==> src/rtl/fifo_byte_serializer.sv <==
// -----------------------------------------------------------------------------
// fifo_byte_serializer
//
// Pops WIDTH-bit words from a FIFO read port and sends each one as a byte
// stream, least-significant byte first, optionally led by a sync header byte.
// Keeps a running count of words whose last byte has been accepted.
//
// Parameters
//   WIDTH      FIFO word width in bits (multiple of 8, >= 8)
//   HEADER_EN  1: prefix HEADER to every word
//   HEADER     sync header byte value
//
// Ports
//   iclk         clock, rising edge
//   irst         asynchronous active-high reset
//   ififo_empty  FIFO empty flag
//   ofifo_rden   FIFO read strobe (registered, only ever high in IDLE)
//   ififo_dout   FIFO read data, valid the cycle after a read
//   otx_data     byte toward the transmitter
//   otx_valid    otx_data valid
//   itx_ready    transmitter accepts when otx_valid && itx_ready
//   obusy        high whenever a word is in progress (state != IDLE)
//   owords       number of completely transmitted words (wraps at 2^32)
// -----------------------------------------------------------------------------
module fifo_byte_serializer #(
    parameter int unsigned WIDTH     = 64,
    parameter bit          HEADER_EN = 1'b1,
    parameter logic [7:0]  HEADER    = 8'hA5
) (
    input  logic             iclk,
    input  logic             irst,
    input  logic             ififo_empty,
    output logic             ofifo_rden,
    input  logic [WIDTH-1:0] ififo_dout,
    output logic [7:0]       otx_data,
    output logic             otx_valid,
    input  logic             itx_ready,
    output logic             obusy,
    output logic [31:0]      owords
);

    localparam int unsigned NB = WIDTH / 8;
    localparam int unsigned IW = (NB > 1) ? $clog2(NB) : 1;

    generate
        if (((WIDTH % 8) != 0) || (WIDTH < 8)) begin : g_bad_width
            $error("fifo_byte_serializer: WIDTH must be a non-zero multiple of 8");
        end
    endgenerate

    typedef enum logic [1:0] {
        ST_IDLE,
        ST_WAIT,
        ST_HDR,
        ST_SEND
    } state_t;

    state_t           r_state;
    logic             r_rden;
    logic [7:0]       r_data;
    logic             r_valid;
    logic [31:0]      r_words;
    logic [WIDTH-1:0] r_shreg;
    logic [IW-1:0]    r_idx;

    logic [WIDTH-1:0] w_shreg_shifted;
    logic             w_last_byte;

    assign w_shreg_shifted = r_shreg >> 8;
    assign w_last_byte     = (r_idx == IW'(NB - 1));

    // ofifo_rden is registered, so the decision to read is taken one edge
    // early: on entry to IDLE from the last byte (keeps back-to-back words to
    // exactly two idle cycles) or while waiting in IDLE. The read only counts
    // if the FIFO is still non-empty in the IDLE cycle itself.
    always_ff @(posedge iclk or posedge irst) begin
        if (irst) begin
            r_state <= ST_IDLE;
            r_rden  <= 1'b0;
            r_data  <= '0;
            r_valid <= 1'b0;
            r_words <= '0;
            r_shreg <= '0;
            r_idx   <= '0;
        end else begin
            case (r_state)
                ST_IDLE: begin
                    if (r_rden && !ififo_empty) begin
                        r_rden  <= 1'b0;
                        r_state <= ST_WAIT;
                    end else begin
                        r_rden  <= !ififo_empty;
                    end
                end

                ST_WAIT: begin
                    r_shreg <= ififo_dout;
                    r_idx   <= '0;
                    r_valid <= 1'b1;
                    if (HEADER_EN) begin
                        r_data  <= HEADER;
                        r_state <= ST_HDR;
                    end else begin
                        r_data  <= ififo_dout[7:0];
                        r_state <= ST_SEND;
                    end
                end

                ST_HDR: begin
                    if (itx_ready) begin
                        r_data  <= r_shreg[7:0];
                        r_state <= ST_SEND;
                    end
                end

                ST_SEND: begin
                    if (itx_ready) begin
                        r_shreg <= w_shreg_shifted;
                        r_idx   <= r_idx + IW'(1);
                        if (w_last_byte) begin
                            r_valid <= 1'b0;
                            r_data  <= '0;
                            r_words <= r_words + 32'd1;
                            r_rden  <= !ififo_empty;
                            r_state <= ST_IDLE;
                        end else begin
                            r_data  <= w_shreg_shifted[7:0];
                        end
                    end
                end

                default: begin
                    r_state <= ST_IDLE;
                end
            endcase
        end
    end

    assign ofifo_rden = r_rden;
    assign otx_data   = r_data;
    assign otx_valid  = r_valid;
    assign obusy      = (r_state != ST_IDLE);
    assign owords     = r_words;

endmodule

==> config.mk <==
export PLATFORM = sky130hd
export DESIGN_NAME = fifo_byte_serializer
export DESIGN_NICKNAME = d
export VERILOG_FILES = /design/src/rtl/fifo_byte_serializer.sv
export SDC_FILE = /design/constraint.sdc
export NUM_CORES = 1
export LEC_CHECK = 0
export ABC_AREA = 1
export CAP_MARGIN = 15
export CELL_PAD_IN_SITES_DETAIL_PLACEMENT = 0
export CELL_PAD_IN_SITES_GLOBAL_PLACEMENT = 1
export CORE_MARGIN = 5
export CORE_UTILIZATION = 38
export DETAILED_ROUTE_END_ITERATION = 8
export GPL_TIMING_DRIVEN = 0
export HOLD_SLACK_MARGIN = 0.1
export PLACE_DENSITY = 0.78
export SYNTH_ARGS = -nofsm -noshare
export SYNTH_HDL_FRONTEND = slang
export SYNTH_SLANG_ARGS = --single-unit
==> constraint.sdc <==
create_clock -name iclk -period 5 [get_ports iclk]
set_clock_uncertainty 0.15 [all_clocks]
set_input_delay 0.75 -clock iclk [delete_from_list [all_inputs] [get_ports iclk]]
set_output_delay 0.75 -clock iclk [all_outputs]
set_load 0.02 [all_outputs]
======== Word-level counts from Yosys, hierarchy flattened ========
Index checks and enable logic that the tools add are counted.
word-level totals
  bits in registers ....................... 111
  bits in latches ......................... 0
  RAM bits ................................ 0
  memory bits (read-only) ................. 0
  bits of input ports ..................... 68
  output and inout bits ................... 43
  logic and storage cells ................. 50
  memories ................................ 0
operators by class
  add/subtract/negate cells ............... 2
  multipliers ............................. 0
  divide/modulo/power cells ............... 0
  $lt $le $gt $ge ......................... 0
  eq/ne operators ......................... 8
  shifts and indexed selects .............. 0
  mux-type cells .......................... 20
  bitwise logic cells ..................... 0
  reductions and logical operators ........ 13
operators with widths
  cell                     count
  $pmux W64 S2             1
  $mux W64                 1
  $add A32 B1 Y32 const B  1
  $mux W8                  3
  $pmux W8 S3              1
  $reduce_and A3 Y1        4
  $mux W2                  4
  $ne A2 B2 Y1 const B     4
  $pmux W2 S4              1
  $pmux W3 S2              1
  $reduce_bool A2 Y1       3
  $mux W1                  5
  $eq A2 B2 Y1 const B     2
  $pmux W1 S2              2
  $reduce_and A4 Y1        1
  $add A3 B1 Y3 const B    1
  $eq A3 B3 Y1 const B     1
  $mux W3                  1
  $reduce_bool A3 Y1       1
  $eq A2 B1 Y1 const B     1
  $logic_not A2 Y1         1
  $reduce_and A2 Y1        1
  $logic_and A1 B1 Y1      1
  $logic_not A1 Y1         1

======== Longest topological paths before layout ========
Gate-level depths: netlist of run 1.
  word-level depth ........................ 4
  gate-level depth with buffers ........... 9
  depth with buffers taken out ............ 9

======== Least setup slack after synthesis of run 1 ========
Ideal clock, no wire load.
  path type ............................... flip-flop to output port
  start point ............................. register r_state[1]
  end point ............................... output port obusy
  arrival ................................. 804 ps
  data required time ...................... 4100 ps
  path slack .............................. 3296 ps
  cell stages (with the launch flop) ...... 4
  buffers on the path ..................... 0
  cells stage by stage .................... dfrtp_1 -> inv_1 -> ha_1 -> inv_1
between the ends
  longest elaborated chain between the ends .. 1
RTL lines
  what                      line  RTL
  start: declaration        58    state_t r_state;
  start signal: assignment  78    r_state <= ST_IDLE;
  start signal: assignment  90    r_state <= ST_WAIT;
  start signal: assignment  102   r_state <= ST_HDR;
  $reduce_bool A2 Y1        142   assign obusy = (r_state != ST_IDLE);
  end: declaration          38    output logic obusy,
Every way passes these cells.

======== Worst setup path after layout of run 1 ========
Ends and elaborated chain as after synthesis.

==> impl_metrics.env, run 1 <==
export IMPL_drive_above_1_share=0.0676
export IMPL_sequentialPowerShare=0.401
export IMPL_cap_violations=0
export IMPL_design_die_area_sq_um=17000
export IMPL_synth_top_area_frac=0.506
export IMPL_root_buffer="clkbuf_16"
export IMPL_clkLatencyLatePin_ns=0.35
export IMPL_synth_seq_cells=111
export IMPL_async_flop_share=1.00
export IMPL_cts_max_level=3
export IMPL_dpl_instance_area_sq_um=6850
export IMPL_antenna_found_initial=0
export IMPL_required_ns=4.10
export IMPL_synth_largest_area_cell="dfrtp_1"
export IMPL_finalSetupViolCount=0
export IMPL_grt_ovfl_total=0
export IMPL_grt_pass1_vias=4707
export IMPL_core_sq_um=14400
export IMPL_clock_sinks=111
export IMPL_critical_path_class="reg -> out"
export IMPL_vdd_drop_max_v=0.000218
export IMPL_rr_startpoint="r_state[1]"
export IMPL_status="completed"
export IMPL_final_cells=983
export IMPL_p_int_mw=2.10
export IMPL_clockBufferDepth=2
export IMPL_tritoncts="done"
export IMPL_p_comb_frac=0.404
export IMPL_hold_buffers=0
export IMPL_firstDrtPassIters=5
export IMPL_ioPinCount=111
export IMPL_holdCritStartpoint="r_idx[0]"
export IMPL_synthCells=673
export IMPL_min_period_over_period=0.537
export IMPL_crit_arrival_ns=1.79
export IMPL_yosysMostFrequentCell="nand2_1"
export IMPL_p_sw_frac=0.389
export IMPL_grt_pass1_wl_microns=23700
export IMPL_die_w_microns=130
export IMPL_synth_commonest_cells="nand2_1, dfrtp_1, nor2_1"
export IMPL_p_per_area_nw_per_um2=482
export IMPL_post_drt_wl_per_cell_microns=14.7
export IMPL_portBuffers=110
export IMPL_cts_repair_resized=0
export IMPL_fmax_mhz=372
export IMPL_total_power_mw=3.43
export IMPL_grt_busiest_layer="met2"
export IMPL_vias_per_cell=4.91
export IMPL_track_usage=0.177
export IMPL_crit_path_max_fanout=5
export IMPL_synth_area_sq_um=5490
export IMPL_die_h_microns=130
export IMPL_clockPowerShare=0.196
export IMPL_antennaDiodeCount=0
export IMPL_hold_path_class="reg -> reg"
export IMPL_drc=0
export IMPL_met3_usage=0.0262
export IMPL_synth_edff_count=0
export IMPL_ant_nets=0
export IMPL_vias=4823
export IMPL_relSlewSlack=0.480
export IMPL_numCtsBuffers=9
export IMPL_ys_warn_count=0
export IMPL_start_util=0.382
export IMPL_final_nets=872
export IMPL_synthTopCellsByArea="dfrtp_1, nand2_1, nor2_1, a31oi_1, inv_1"
export IMPL_cellLeakagePower_nw=3.14
export IMPL_grt_max_degree=61
export IMPL_row_count=44
export IMPL_area_growth_pct=29.6
export IMPL_period_needed_ns=2.69
export IMPL_finalHoldViolations=0
export IMPL_path_clk_slew_ns=0.07
export IMPL_synth_cell_types=29
export IMPL_gp_congestion=0.835
export IMPL_synth_flop_cell="dfrtp_1"
export IMPL_drt_iter0_markers=293
export IMPL_fill_cells=1413
export IMPL_startpoint_type="flip-flop"
export IMPL_final_cell_area_sq_um=7120
export IMPL_globalRouteMet1Util=0.249
export IMPL_syn_nets=750
export IMPL_placed_cells=968
export IMPL_slew_violations=0
export IMPL_end_kind="primary output"
export IMPL_dp_hpwl_microns=11000
export IMPL_switchingPower_mw=1.34
export IMPL_ys_seq_area_frac=0.506
export IMPL_worst_pin_slew_ns=0.780
export IMPL_post_cts_buffers=0
export IMPL_rsz0062_at_grt="false"
export IMPL_grt_use_met2=0.279
export IMPL_crit_start="r_state[1]"
export IMPL_wirelength_microns=14400
export IMPL_avgSynthCellArea_sq_um=8.16
## stage by stage
step / setup TNS [ns] / hold slack (ns) / utilization / setup WS (ns)
floorplan: 0 / 0.300 / - / 1.17
global placement: -61.40 / 0.315 / 0.475 / -0.562
detailed placement: 0 / 0.321 / 0.477 / 2.33
CTS: 0 / 0.331 / 0.495 / 2.29
global route: 0 / 0.359 / 0.495 / 2.18
finish: 0 / 0.326 / 0.495 / 2.31
## path summary, 6_finish.rpt
| check | to | cells after the start | slack, ns |
|---|---|---|---|
| max | obusy | 4 | 2.31 |
| min | r_idx[0] | 1 | 0.33 |
| max reg2reg | r_shreg[26] | 7 | 2.92 |
| min reg2reg | r_idx[0] | 1 | 0.33 |
| max in group asynchronous | r_shreg[20] | 3 | 3.21 |
| min in group asynchronous | owords[2] | 2 | 0.75 |
## layout by cell type (no fill, tap or decap), types with 11 or more instances in the layout
cell type	count
nor2_1	90
inv_1	43
a21oi_1	13
o211ai_1	16
clkdlybuf4s50_1	110
o21ai_0	29
dfrtp_1	111
nand2_1	211
nand3b_1	13
nand3_1	25
xor2_1	11
buf_2	13
a31oi_1	39
## final cells by class
type | count | area, sq um | area share
flip-flops and latches | 111 | 2780 | 0.390
multi-input cells | 487 | 2390 | 0.336
repair buffers | 111 | 1130 | 0.159
clock buffers | 11 | 243 | 0.0341
well taps | 184 | 230 | 0.0323
inverters | 47 | 179 | 0.0251
plain buffers | 28 | 148 | 0.0207
clock inverters | 4 | 22.5 | 0.00316
## critical path, stage by stage (launching register included)
cell and delay [ns]:
dfrtp_1 0.42, inv_1 0.11, ha_1 0.19, inv_1 0.10
clkdlybuf4s50_1 0.62
## sequential cells by signal (all words and copies together) (netlist names)
register / count
r_shreg: 64
owords: 32
otx_data: 8
r_idx: 3
r_state: 2
ofifo_rden: 1
otx_valid: 1
## metal layers
layer	vias to the layer above	part of all wire	routed length (microns)
li1	2428	-	-
met1	2274	0.47	6830
met2	104	0.47	6740
met3	17	0.041	590
met4	0	0.016	236
met5	-	0	0
## power by group through the flow
stage	Sequential, mW	Combinational [mW]	Clock, mW
after floorplan	1.38	0.946	0
after global placement	1.38	1.36	0
after detailed placement	1.39	1.40	0
after CTS	1.37	1.41	0.689
after global routing	1.41	1.59	0.724
final	1.38	1.39	0.672
## cell families (layout without fill, tap and decap cells)
logic type / after synthesis / after routing / synth area share
xor gates and xnor gates: 14 / 14 / 0.0223
buffers and inverters: 75 / 201 / 0.0590
and+or+nand+nor: 365 / 365 / 0.285
AOI/OAI and AO/OA: 99 / 99 / 0.107
DFF: 111 / 111 / 0.506
adders and majority gates: 9 / 9 / 0.0205
Power figures use the tool's default switching activity.
==> run 2, diff against run 1 <==
Clock period 5 ns to 2.7 ns, I/O delays scaled along.
==> impl_metrics.env, run 2 (synthesis results as in run 1) <==
export IMPL_status="completed"
export IMPL_crit_arrival_ns=1.81
export IMPL_vdd_drop_max_v=0.000384
export IMPL_grt_max_degree=41
export IMPL_drive_above_1_share=0.0687
export IMPL_post_drt_wl_per_cell_microns=14.5
export IMPL_clockBufferDepth=2
export IMPL_holdCritStartpoint="r_idx[0]"
export IMPL_vias=4858
export IMPL_hold_buffers=0
export IMPL_core_sq_um=14400
export IMPL_ff2ff_setup_slack_ns=0.67
export IMPL_root_buffer="clkbuf_16"
export IMPL_rr_endpoint="r_shreg[54]"
export IMPL_fin_setup_tns_ns=0
export IMPL_grt_pass1_vias=4857
export IMPL_critical_path_class="reg -> out"
export IMPL_max_stage_delay_ns=0.62
export IMPL_track_usage=0.176
export IMPL_rr_startpoint="r_state[1]"
export IMPL_path_clk_slew_ns=0.07
export IMPL_drt_iter0_markers=240
export IMPL_antennaDiodeCount=0
export IMPL_largest_reg_flops=64
export IMPL_path_buf_inv=3
export IMPL_hold_path_class="reg -> reg"
export IMPL_critPathSlowestCell="clkdlybuf4s50_1"
export IMPL_hold_path_depth=1
export IMPL_vias_per_cell=4.93
export IMPL_ioPinCount=111
export IMPL_gp_congestion=0.820
export IMPL_layout_common_cells="nand2_1, dfrtp_1, clkdlybuf4s50_1"
export IMPL_start_util=0.382
export IMPL_die_w_microns=130
export IMPL_antenna_found_initial=0
export IMPL_worst_path_most_repeated_cell="inv_1"
export IMPL_cellLeakagePower_nw=3.14
export IMPL_crit_path_max_fanout=5
export IMPL_drc=0
export IMPL_tritoncts="done"
export IMPL_hold_path_end="r_idx[0]"
export IMPL_min_period_over_period=0.875
export IMPL_cap_violations=0
export IMPL_rsz0062_at_grt="false"
export IMPL_fmax_mhz=423
export IMPL_finalSetupViolCount=0
export IMPL_dp_hpwl_microns=11000
export IMPL_largest_register="r_shreg"
export IMPL_cts_repair_resized=0
export IMPL_ant_nets=0
export IMPL_end_kind="primary output"
export IMPL_post_cts_buffers=0
export IMPL_final_nets=873
export IMPL_crit_start="r_state[1]"
export IMPL_cts_max_level=3
export IMPL_worst_pin_slew_ns=0.774
export IMPL_design_die_area_sq_um=17000
export IMPL_die_h_microns=130
export IMPL_startpoint_type="flip-flop"
export IMPL_clock_sinks=111
export IMPL_layout_commonest_cell="nand2_1"
export IMPL_clkLatencyLatePin_ns=0.35
export IMPL_portBuffers=110
export IMPL_fin_util=0.498
export IMPL_grt_ovfl_total=0
export IMPL_critPathTopFamily="buffers and inverters"
export IMPL_period_needed_ns=2.36
export IMPL_firstDrtPassIters=5
export IMPL_slew_violations=0
export IMPL_numCtsBuffers=9
export IMPL_finalHoldViolations=0
export IMPL_rr_worst_depth=7
export IMPL_required_ns=2.14
export IMPL_grt_pass1_wl_microns=23600
export IMPL_relSlewSlack=0.483
export IMPL_p_per_area_nw_per_um2=898
export IMPL_row_count=44
export IMPL_wirelength_microns=14300
export IMPL_crit_path_cell_trace="inv_1 > ha_1 > inv_1 > clkdlybuf4s50_1"
export IMPL_area_growth_pct=30.3
## run 2: how the worst max path moves through the flow
stage	slack [ns]	to	depth (start not counted)
CTS	0.31	obusy	4
finish	0.34	obusy	4
floorplan	0.80	ofifo_rden	1
global placement	-0.34	r_shreg[33]	2
detailed placement	0.41	owords[21]	8
global route	0.26	obusy	4
## run 2: area by class of cell
| cell class | instances | area [sq um] |
|---|---|---|
| Clock buffer | 11 | 233 |
| Fill cell | 1375 | 7210 |
| Inverter | 47 | 180 |
| Clock inverter | 5 | 58.8 |
| Buffer | 28 | 148 |
| Timing Repair Buffer | 112 | 1140 |
| Multi-Input combinational cell | 487 | 2390 |
| Tap cell | 184 | 230 |
| Sequential cell | 111 | 2780 |
## run 2: power breakdown
| group | internal (mW) | switching [mW] | leakage, nW |
|---|---|---|---|
| sequential | 2.25 | 0.298 | 1.35 |
| clock | 0.721 | 0.609 | 0.136 |
| combinational | 0.991 | 1.56 | 1.65 |
| total | 3.96 | 2.46 | 3.14 |
## run 2: per-layer routing
layer  global-route usage  wire length (microns)
met5                    0                      0
met4               0.0550                    274
met3               0.0430                    769
met2                0.281                   6730
met1                0.238                   6480
## run 2: through the flow
step	hold slack, ns	cell area [sq um]	std cells	power [mW]	worst slack, ns
finish	0.339	7160	985	6.43	0.338
detailed placement	0.335	6870	969	5.16	0.409
global placement	0.314	6830	967	5.06	-0.344
CTS	0.344	7160	985	6.50	0.314
floorplan	0.300	5500	673	4.31	0.802
global route	0.369	7160	985	6.95	0.259
==> run 3, diff against run 2 <==
--- a/constraint.sdc
+++ b/constraint.sdc
@@ -3,3 +3,3 @@
 set_input_delay 0.405 -clock iclk [delete_from_list [all_inputs] [get_ports iclk]]
 set_output_delay 0.405 -clock iclk [all_outputs]
-set_load 0.02 [all_outputs]
+set_load 0.005 [all_outputs]
==> results of run 3 <==
The final DEF is identical to that of run 2. Status: completed.
Among the figures that moved: setup slack after layout 0.338 ns -> 0.440 ns; total power 6.43 mW -> 6.34 mW
